### src/rtl/bus_pkg.sv
// Shared definitions for the two-master system bus arbiter.
package bus_pkg;

    localparam int unsigned BUS_ADDR_W = 32;
    localparam int unsigned BUS_DATA_W = 32;
    localparam int unsigned BUS_LANE_W = 4;

    localparam logic [BUS_DATA_W-1:0] BUS_ERR_DATA = 32'hFFFF_FFFF;

    typedef enum logic {
        IDLE = 1'b0,
        BUSY = 1'b1
    } bus_state_e;

endpackage

### src/rtl/bus_watchdog.sv
// Saturating cycle counter; expire marks the last permitted BUSY cycle.
module bus_watchdog #(
    parameter int unsigned TIMEOUT = 256
) (
    input  logic clk,
    input  logic rst,
    input  logic clr,
    input  logic en,
    output logic expire
);

    localparam int unsigned CNT_W = (TIMEOUT > 1) ? $clog2(TIMEOUT) : 1;
    localparam logic [CNT_W-1:0] LAST = CNT_W'(TIMEOUT - 1);

    logic [CNT_W-1:0] count;

    always_ff @(posedge clk) begin
        if (rst || clr) begin
            count <= '0;
        end else if (en && (count != LAST)) begin
            count <= count + CNT_W'(1);
        end
    end

    assign expire = en && (count == LAST);

endmodule

### src/rtl/bus_arbiter2.sv
// Round-robin arbiter sharing the system bus between the core (M0) and the DMA/loader (M1),
// with a forced IDLE gap after every transaction and a watchdog for hung slaves.
module bus_arbiter2
    import bus_pkg::*;
#(
    parameter int unsigned            TIMEOUT  = 256,
    parameter logic [BUS_DATA_W-1:0]  ERR_DATA = BUS_ERR_DATA
) (
    input  logic                  clk,
    input  logic                  rst,
    input  logic [BUS_ADDR_W-1:0] m0_addr,
    input  logic [BUS_DATA_W-1:0] m0_wdata,
    input  logic [BUS_LANE_W-1:0] m0_lane,
    input  logic                  m0_wr,
    input  logic                  m0_valid,
    output logic                  m0_ready,
    output logic [BUS_DATA_W-1:0] m0_rdata,
    input  logic [BUS_ADDR_W-1:0] m1_addr,
    input  logic [BUS_DATA_W-1:0] m1_wdata,
    input  logic [BUS_LANE_W-1:0] m1_lane,
    input  logic                  m1_wr,
    input  logic                  m1_valid,
    output logic                  m1_ready,
    output logic [BUS_DATA_W-1:0] m1_rdata,
    output logic [BUS_ADDR_W-1:0] s_addr,
    output logic [BUS_DATA_W-1:0] s_wdata,
    output logic [BUS_LANE_W-1:0] s_lane,
    output logic                  s_wr,
    output logic                  s_valid,
    input  logic [BUS_DATA_W-1:0] s_rdata,
    input  logic                  s_ready,
    output logic                  owner,
    output logic                  busy,
    output logic                  err,
    output logic [BUS_ADDR_W-1:0] err_addr
);

    bus_state_e state;
    logic       owner_valid;
    logic       done_ok;
    logic       done_to;
    logic       finish;
    logic       expire;

    bus_watchdog #(
        .TIMEOUT (TIMEOUT)
    ) u_watchdog (
        .clk    (clk),
        .rst    (rst),
        .clr    (state == IDLE),
        .en     (state == BUSY),
        .expire (expire)
    );

    // Forward the owner's request; a completing slave beats a simultaneous timeout.
    always_comb begin
        owner_valid = owner ? m1_valid : m0_valid;
        s_addr      = owner ? m1_addr  : m0_addr;
        s_wdata     = owner ? m1_wdata : m0_wdata;
        s_lane      = owner ? m1_lane  : m0_lane;
        s_wr        = owner ? m1_wr    : m0_wr;
        s_valid     = (state == BUSY) && owner_valid;
        done_ok     = s_valid && s_ready;
        done_to     = s_valid && !s_ready && expire;
        finish      = done_ok || done_to;
        m0_ready    = finish && !owner;
        m1_ready    = finish && owner;
        m0_rdata    = (done_to && !owner) ? ERR_DATA : s_rdata;
        m1_rdata    = (done_to && owner)  ? ERR_DATA : s_rdata;
    end

    always_ff @(posedge clk) begin
        if (rst) begin
            state    <= IDLE;
            owner    <= 1'b1;
            busy     <= 1'b0;
            err      <= 1'b0;
            err_addr <= '0;
        end else begin
            case (state)
                IDLE: begin
                    if (m0_valid || m1_valid) begin
                        state <= BUSY;
                        busy  <= 1'b1;
                        owner <= (m0_valid && m1_valid) ? ~owner : m1_valid;
                    end
                end
                BUSY: begin
                    if (!owner_valid || finish) begin
                        state <= IDLE;
                        busy  <= 1'b0;
                    end
                    if (done_to) begin
                        err <= 1'b1;
                        if (!err) begin
                            err_addr <= s_addr;
                        end
                    end
                end
                default: begin
                    state <= IDLE;
                    busy  <= 1'b0;
                end
            endcase
        end
    end

endmodule
### config.mk
export PLATFORM = sky130hd
export DESIGN_NAME = bus_arbiter2
export DESIGN_NICKNAME = d
export VERILOG_FILES = /design/src/rtl/bus_pkg.sv /design/src/rtl/bus_watchdog.sv /design/src/rtl/bus_arbiter2.sv
export SDC_FILE = /design/constraint.sdc
export NUM_CORES = 1
export LEC_CHECK = 0
export CORE_AREA = 2 2 133 135
export CTS_BUF_LIST = sky130_fd_sc_hd__clkbuf_8 sky130_fd_sc_hd__clkbuf_16
export CTS_CLUSTER_DIAMETER = 50
export CTS_CLUSTER_SIZE = 10
export DETAILED_ROUTE_END_ITERATION = 12
export DIE_AREA = 0 0 135 137
export SLEW_MARGIN = 20
export SYNTH_ARGS = -nofsm -noshare
export SYNTH_HDL_FRONTEND = slang
export SYNTH_SLANG_ARGS = --single-unit
export TNS_END_PERCENT = 20
### constraint.sdc
create_clock -name clk -period 2.72 [get_ports clk]
set_input_delay 0.544 -clock clk [delete_from_list [all_inputs] [get_ports clk]]
set_output_delay 0.544 -clock clk [all_outputs]
set_load 0.02 [all_outputs]
# --- Yosys cells after proc, flatten, opt, wreduce, memory -nomap -nowiden ---
# Cells that the tools add are included.
totals:
  ff_bits: 44
  latchBits: 0
  mem_bits_rw: 0
  romBits: 0
  wordCells: 50
  mem_count: 0
classes:
  add_sub_neg: 1
  n_mul: 0
  div: 0
  order_cmp: 0
  eq_ne: 4
  shift: 0
  muxes: 14
  n_bitwise: 3
  n_reduce_logical: 22
op_table:
  columns: ["operator", "n"]
  rows:
  - ["two-way mux 32 bit", 4]
  - ["logical AND 1 bit", 11]
  - ["adder 8 x 1 -> 8 bit, second input constant", 1]
  - ["== test 8 bit, second input constant", 1]
  - ["inequality test 8 bit, second input constant", 1]
  - ["two-way mux 1 bit", 7]
  - ["AND reduction 2 bit", 3]
  - ["logical OR 1 bit", 4]
  - ["two-way mux 4 bit", 1]
  - ["one-hot mux 1 bit (2 select lines)", 2]
  - ["zero test 1 bit", 3]
  - ["inverter 1 bit", 3]
  - ["AND reduction 3 bit", 1]
  - ["inequality test 2 x 1 -> 1 bit, second input constant", 1]
  - ["inequality test 2 bit, second input constant", 1]

# --- Logic depth before layout (Yosys ltp) ---
logic_depth:
  ltp_word: 8
  mapped_depth: 7
  mapped_depth_nobuf: 5

# --- Cells and area by module ---
# Synthesis repeated with hierarchy kept, for this count alone.
hier_totals:
  cells_unflattened: 371
  area_unflattened_um2: 3149.3
modules_own_cells:
  columns: ["mod", "n_inst", "cells_per_inst", "area_per_inst_um2", "seq_area_each_um2"]
  rows:
  - ["bus_arbiter2", 1, 323, 2695.1, 720.7]
  - ["bus_watchdog", 1, 48, 454.2, 160.2]

# --- Least setup slack after synthesis ---
# Ideal clock, no wire load.
synth_timing:
  path_kind: "reg-to-output"
  startpoint: "register u_watchdog.count[0]"
  endpoint: "output port m1_rdata[15]"
  t_arrival_ps: 1806
  t_required_ps: 2176
  setup_slack_ps: 370
  path_stages_with_launch: 7
  path_buffers: 1
  cell_sequence: "dfxtp_1 -> ha_1 -> and4_2 -> nand4_4 -> or4b_4 -> buf_6 -> nand2b_1"
synth_between:
  elab_chain_len: 5
synth_lines:
  columns: ["element", "line", "source"]
  rows:
  - ["from (decl)", "bus_watchdog.sv:15", "logic [CNT_W-1:0] count;"]
  - ["from (signal assigned)", "bus_watchdog.sv:21", "count <= count + CNT_W'(1);"]
  - ["== test 8 bit", "bus_watchdog.sv:25", "assign expire = en && (count == LAST);"]
  - ["logical AND 1 bit", "bus_watchdog.sv:25", null]
  - ["logical AND 1 bit", "bus_arbiter2.sv:64", "done_to = s_valid && !s_ready && expire;"]
  - ["logical AND 1 bit", "bus_arbiter2.sv:69", "m1_rdata = (done_to && owner) ? ERR_DATA : s_rdata;"]
  - ["two-way mux 32 bit", "bus_arbiter2.sv:69", null]
  - ["to (decl)", "bus_arbiter2.sv:24", "output logic [BUS_DATA_W-1:0] m1_rdata,"]
# Every way passes these cells.

# --- Worst setup path after layout ---
layout_timing:
  startpoint: "register u_watchdog.count[0]"
  endpoint: "output port m1_rdata[27]"
# Same word-level chain as after synthesis.

==> flow_summary.json <==
{
  "dp_slack_ps": -532,
  "dp_hpwl_um": 11900,
  "syn_area_per_cell_um2": 8.78,
  "area_delta_synth_final_pct": 131,
  "seqPwrFrac_pct": 27.7,
  "drc": 0,
  "synth-seq-cells": 44,
  "hold_viol_final": 0,
  "drive_above_1_share_pct": 32.2,
  "synth_fp_nets": 540,
  "total_power_w": 0.00238,
  "syn_area_um2": 3190,
  "grt_setup_unrepaired": "yes",
  "antenna_found_initial": 1,
  "nNetsFinal": 885,
  "async_flop_share_pct": 0,
  "postSynthCellCount": 364,
  "yosys_warnings": 0,
  "coreArea_um2": 17100,
  "ys_types": 40,
  "hp-class": "flip-flop to flip-flop",
  "worstPathArrival_ps": 2150,
  "first_pass_iters": 4,
  "initial_core_util_pct": 18.7,
  "vias_per_cell": 4.34,
  "final_core_util_pct": 43.3,
  "yosysSeqAreaShare_pct": 27.6,
  "clock_path_buffers": 2,
  "crit_type": "flip-flop to primary output",
  "dieArea_um2": 18500,
  "worstPathRequired_ps": 2180,
  "row_count": 48,
  "setup_ws_ps": 30.4,
  "period_minus_slack_ps": 2690,
  "combinationalPowerShare_pct": 45.7,
  "gp_congestion": 0.817,
  "num_io_pins": 346,
  "fin_skew_ps": 7.70,
  "htree_levels": 2,
  "max_slew_margin_pct": 71.7,
  "ir_worst_vdd_mv": 0.272,
  "track_usage_pct": 15.9,
  "grt_overflow_total": 0,
  "start_kind": "flip-flop",
  "cts.root.buffer_cell": "clkbuf_16",
  "p_leak_nw": 2.87,
  "path_max_fanout": 8,
  "finalWirelength_um": 15200,
  "via_count": 4053,
  "place_area_um2": 6960,
  "synth-edff-count": 0,
  "setup_viol": 0,
  "grt_pass1_wl_um": 23000,
  "ant_nets": 0,
  "hold_buffers": 0,
  "final_area_um2": 7380,
  "insertion_delay_ps": 290,
  "grt_pass1_vias": 4186,
  "fin_setup_tns_ps": 0,
  "maxCapViolations": 0,
  "clkPwrFrac_pct": 26.6,
  "cts_sinks": 44,
  "p_int_w": 0.00168,
  "finalCritPeriodShare_pct": 98.9,
  "power.switching_w": 0.000707,
  "synth_flop_cell": "dfxtp_1",
  "io_buffers": 345,
  "worst_pin_slew_ps": 425,
  "timing.fmax_mhz": 372,
  "die_y_um": 137,
  "status": "finished clean",
  "report.final.slew_viol_count": 0,
  "grt_max_degree": 65,
  "cts_buffers": 5,
  "drt_iter0_drc": 81,
  "setup.worst_path.end_class": "primary output",
  "wl_per_cell_um": 16.3,
  "p_sw_share_pct": 29.7,
  "fp.dieW_um": 135,
  "powerDensity_nw_per_um2": 323,
  "cts_tree": "done",
  "clkTransAtPathRegs_ps": 60
}
[routing by layer]
layer / global-route usage [%] / vias to the layer above / wire [um]
li1: - / 1974 / -
met4: 4.69 / 0 / 327
met1: 16.7 / 1863 / 5590
met2: 30.1 / 193 / 7940
met5: 0 / - / 0
met3: 5.48 / 23 / 1370
[layout make-up]
type / count / area, um^2
Antenna cell: 1 / 2.50
Fill cell: 1620 / 9680
Sequential cell: 44 / 887
Inverter: 2 / 7.51
Tap cell: 225 / 282
Timing Repair Buffer: 372 / 3760
Clock buffer: 6 / 150
Multi-Input combinational cell: 284 / 2290
[metrics by stage]
stage                     instances  hold WS [ps]
final                           934           509
after detailed placement        920           497
after floorplan                 364           444
after CTS                       933           508
after global routing            934           534
after global placement          920           484
[registers in the layout (all words and copies together), names as in the netlist]
register          count
err                   1
owner                 1
err_addr             32
state                 1
busy                  1
u_watchdog.count      8
[critical path: stages (launching register included)]
cell,delay [ps]
dfxtp_2,350
ha_4,140
and4_4,230
nand4_4,80
or4b_4,530
bufbuf_16,300
nand2b_1,80
buf_4,140
[synthesized netlist by cell type, drive strengths merged (3+ instances only)]
cell | number | area (um^2)
buf | 21 | 125
a21oi | 37 | 185
and4 | 3 | 27.5
nor3b | 34 | 255
o21ai | 4 | 20.0
dfxtp | 44 | 881
nor2 | 8 | 30.0
nor3 | 35 | 175
clkbuf | 13 | 48.8
mux2 | 69 | 777
and3 | 3 | 18.8
or2 | 32 | 200
nand2 | 4 | 15.0
nand2b | 35 | 236
[what timing repair did]
| item | 4_1_cts | 5_1_grt |
|---|---|---|
| buffers inserted | 4 | 0 |
| pin swaps | 3 | 1 |
| gates cloned | 3 | 0 |
| gates resized for setup | 274 | 39 |
| setup endpoints to repair | 124 | 65 |
[power by group through the flow]
stage               Combinational, W  Clock, W  Sequential, W
finish                       0.00109  0.000634       0.000660
global route                 0.00115  0.000693       0.000661
CTS                          0.00108  0.000666       0.000660
detailed placement           0.00108         0       0.000673
global placement             0.00107         0       0.000672
floorplan                   0.000470         0       0.000673
[kinds of logic after synthesis]
kind of cell             count (synthesis)  synth area share (%)
flip-flops                              44                  27.6
XOR/XNOR                                 1                 0.274
AO/OA/AOI/OAI                           47                  7.83
AND/OR/NAND/NOR                        165                  33.6
adder cells (fa/ha/maj)                  1                 0.392
multiplexers                            70                  24.6
buffers and inverters                   36                  5.68
[worst paths after layout]
| check | start | to | slack [ps] | cells after the start |
|---|---|---|---|---|
| setup / recovery | u_watchdog.count[0]$_SDFFE_PP0P_ | m1_rdata[27] | 30 | 7 |
| hold / removal | u_watchdog.count[5]$_SDFFE_PP0P_ | u_watchdog.count[5]$_SDFFE_PP0P_ | 510 | 2 |
| setup reg to reg | u_watchdog.count[0]$_SDFFE_PP0P_ | u_watchdog.count[4]$_SDFFE_PP0P_ | 790 | 7 |
| hold reg to reg | u_watchdog.count[5]$_SDFFE_PP0P_ | u_watchdog.count[5]$_SDFFE_PP0P_ | 510 | 2 |
[cell usage in the layout (no fill, tap or decap), types with 2 or more instances in the layout]
master,n
or2_2,30
nand2b_2,4
clkdlybuf4s50_1,277
inv_1,2
o21ai_0,4
a21oi_1,37
mux2_2,69
or3_1,2
buf_4,25
and4_1,2
dfxtp_1,41
nor3_1,35
dlygate4sd2_1,4
nor2_1,8
dfxtp_2,2
buf_12,4
and3_1,3
or2_1,2
nand2b_1,12
buf_6,26
clkbuf_16,6
clkbuf_2,10
nor3b_1,34
a31oi_1,2
clkdlybuf4s15_2,22
nand2b_4,19
nand2_1,4
buf_16,2
Note: power is estimated with default switching activity, not from simulation.
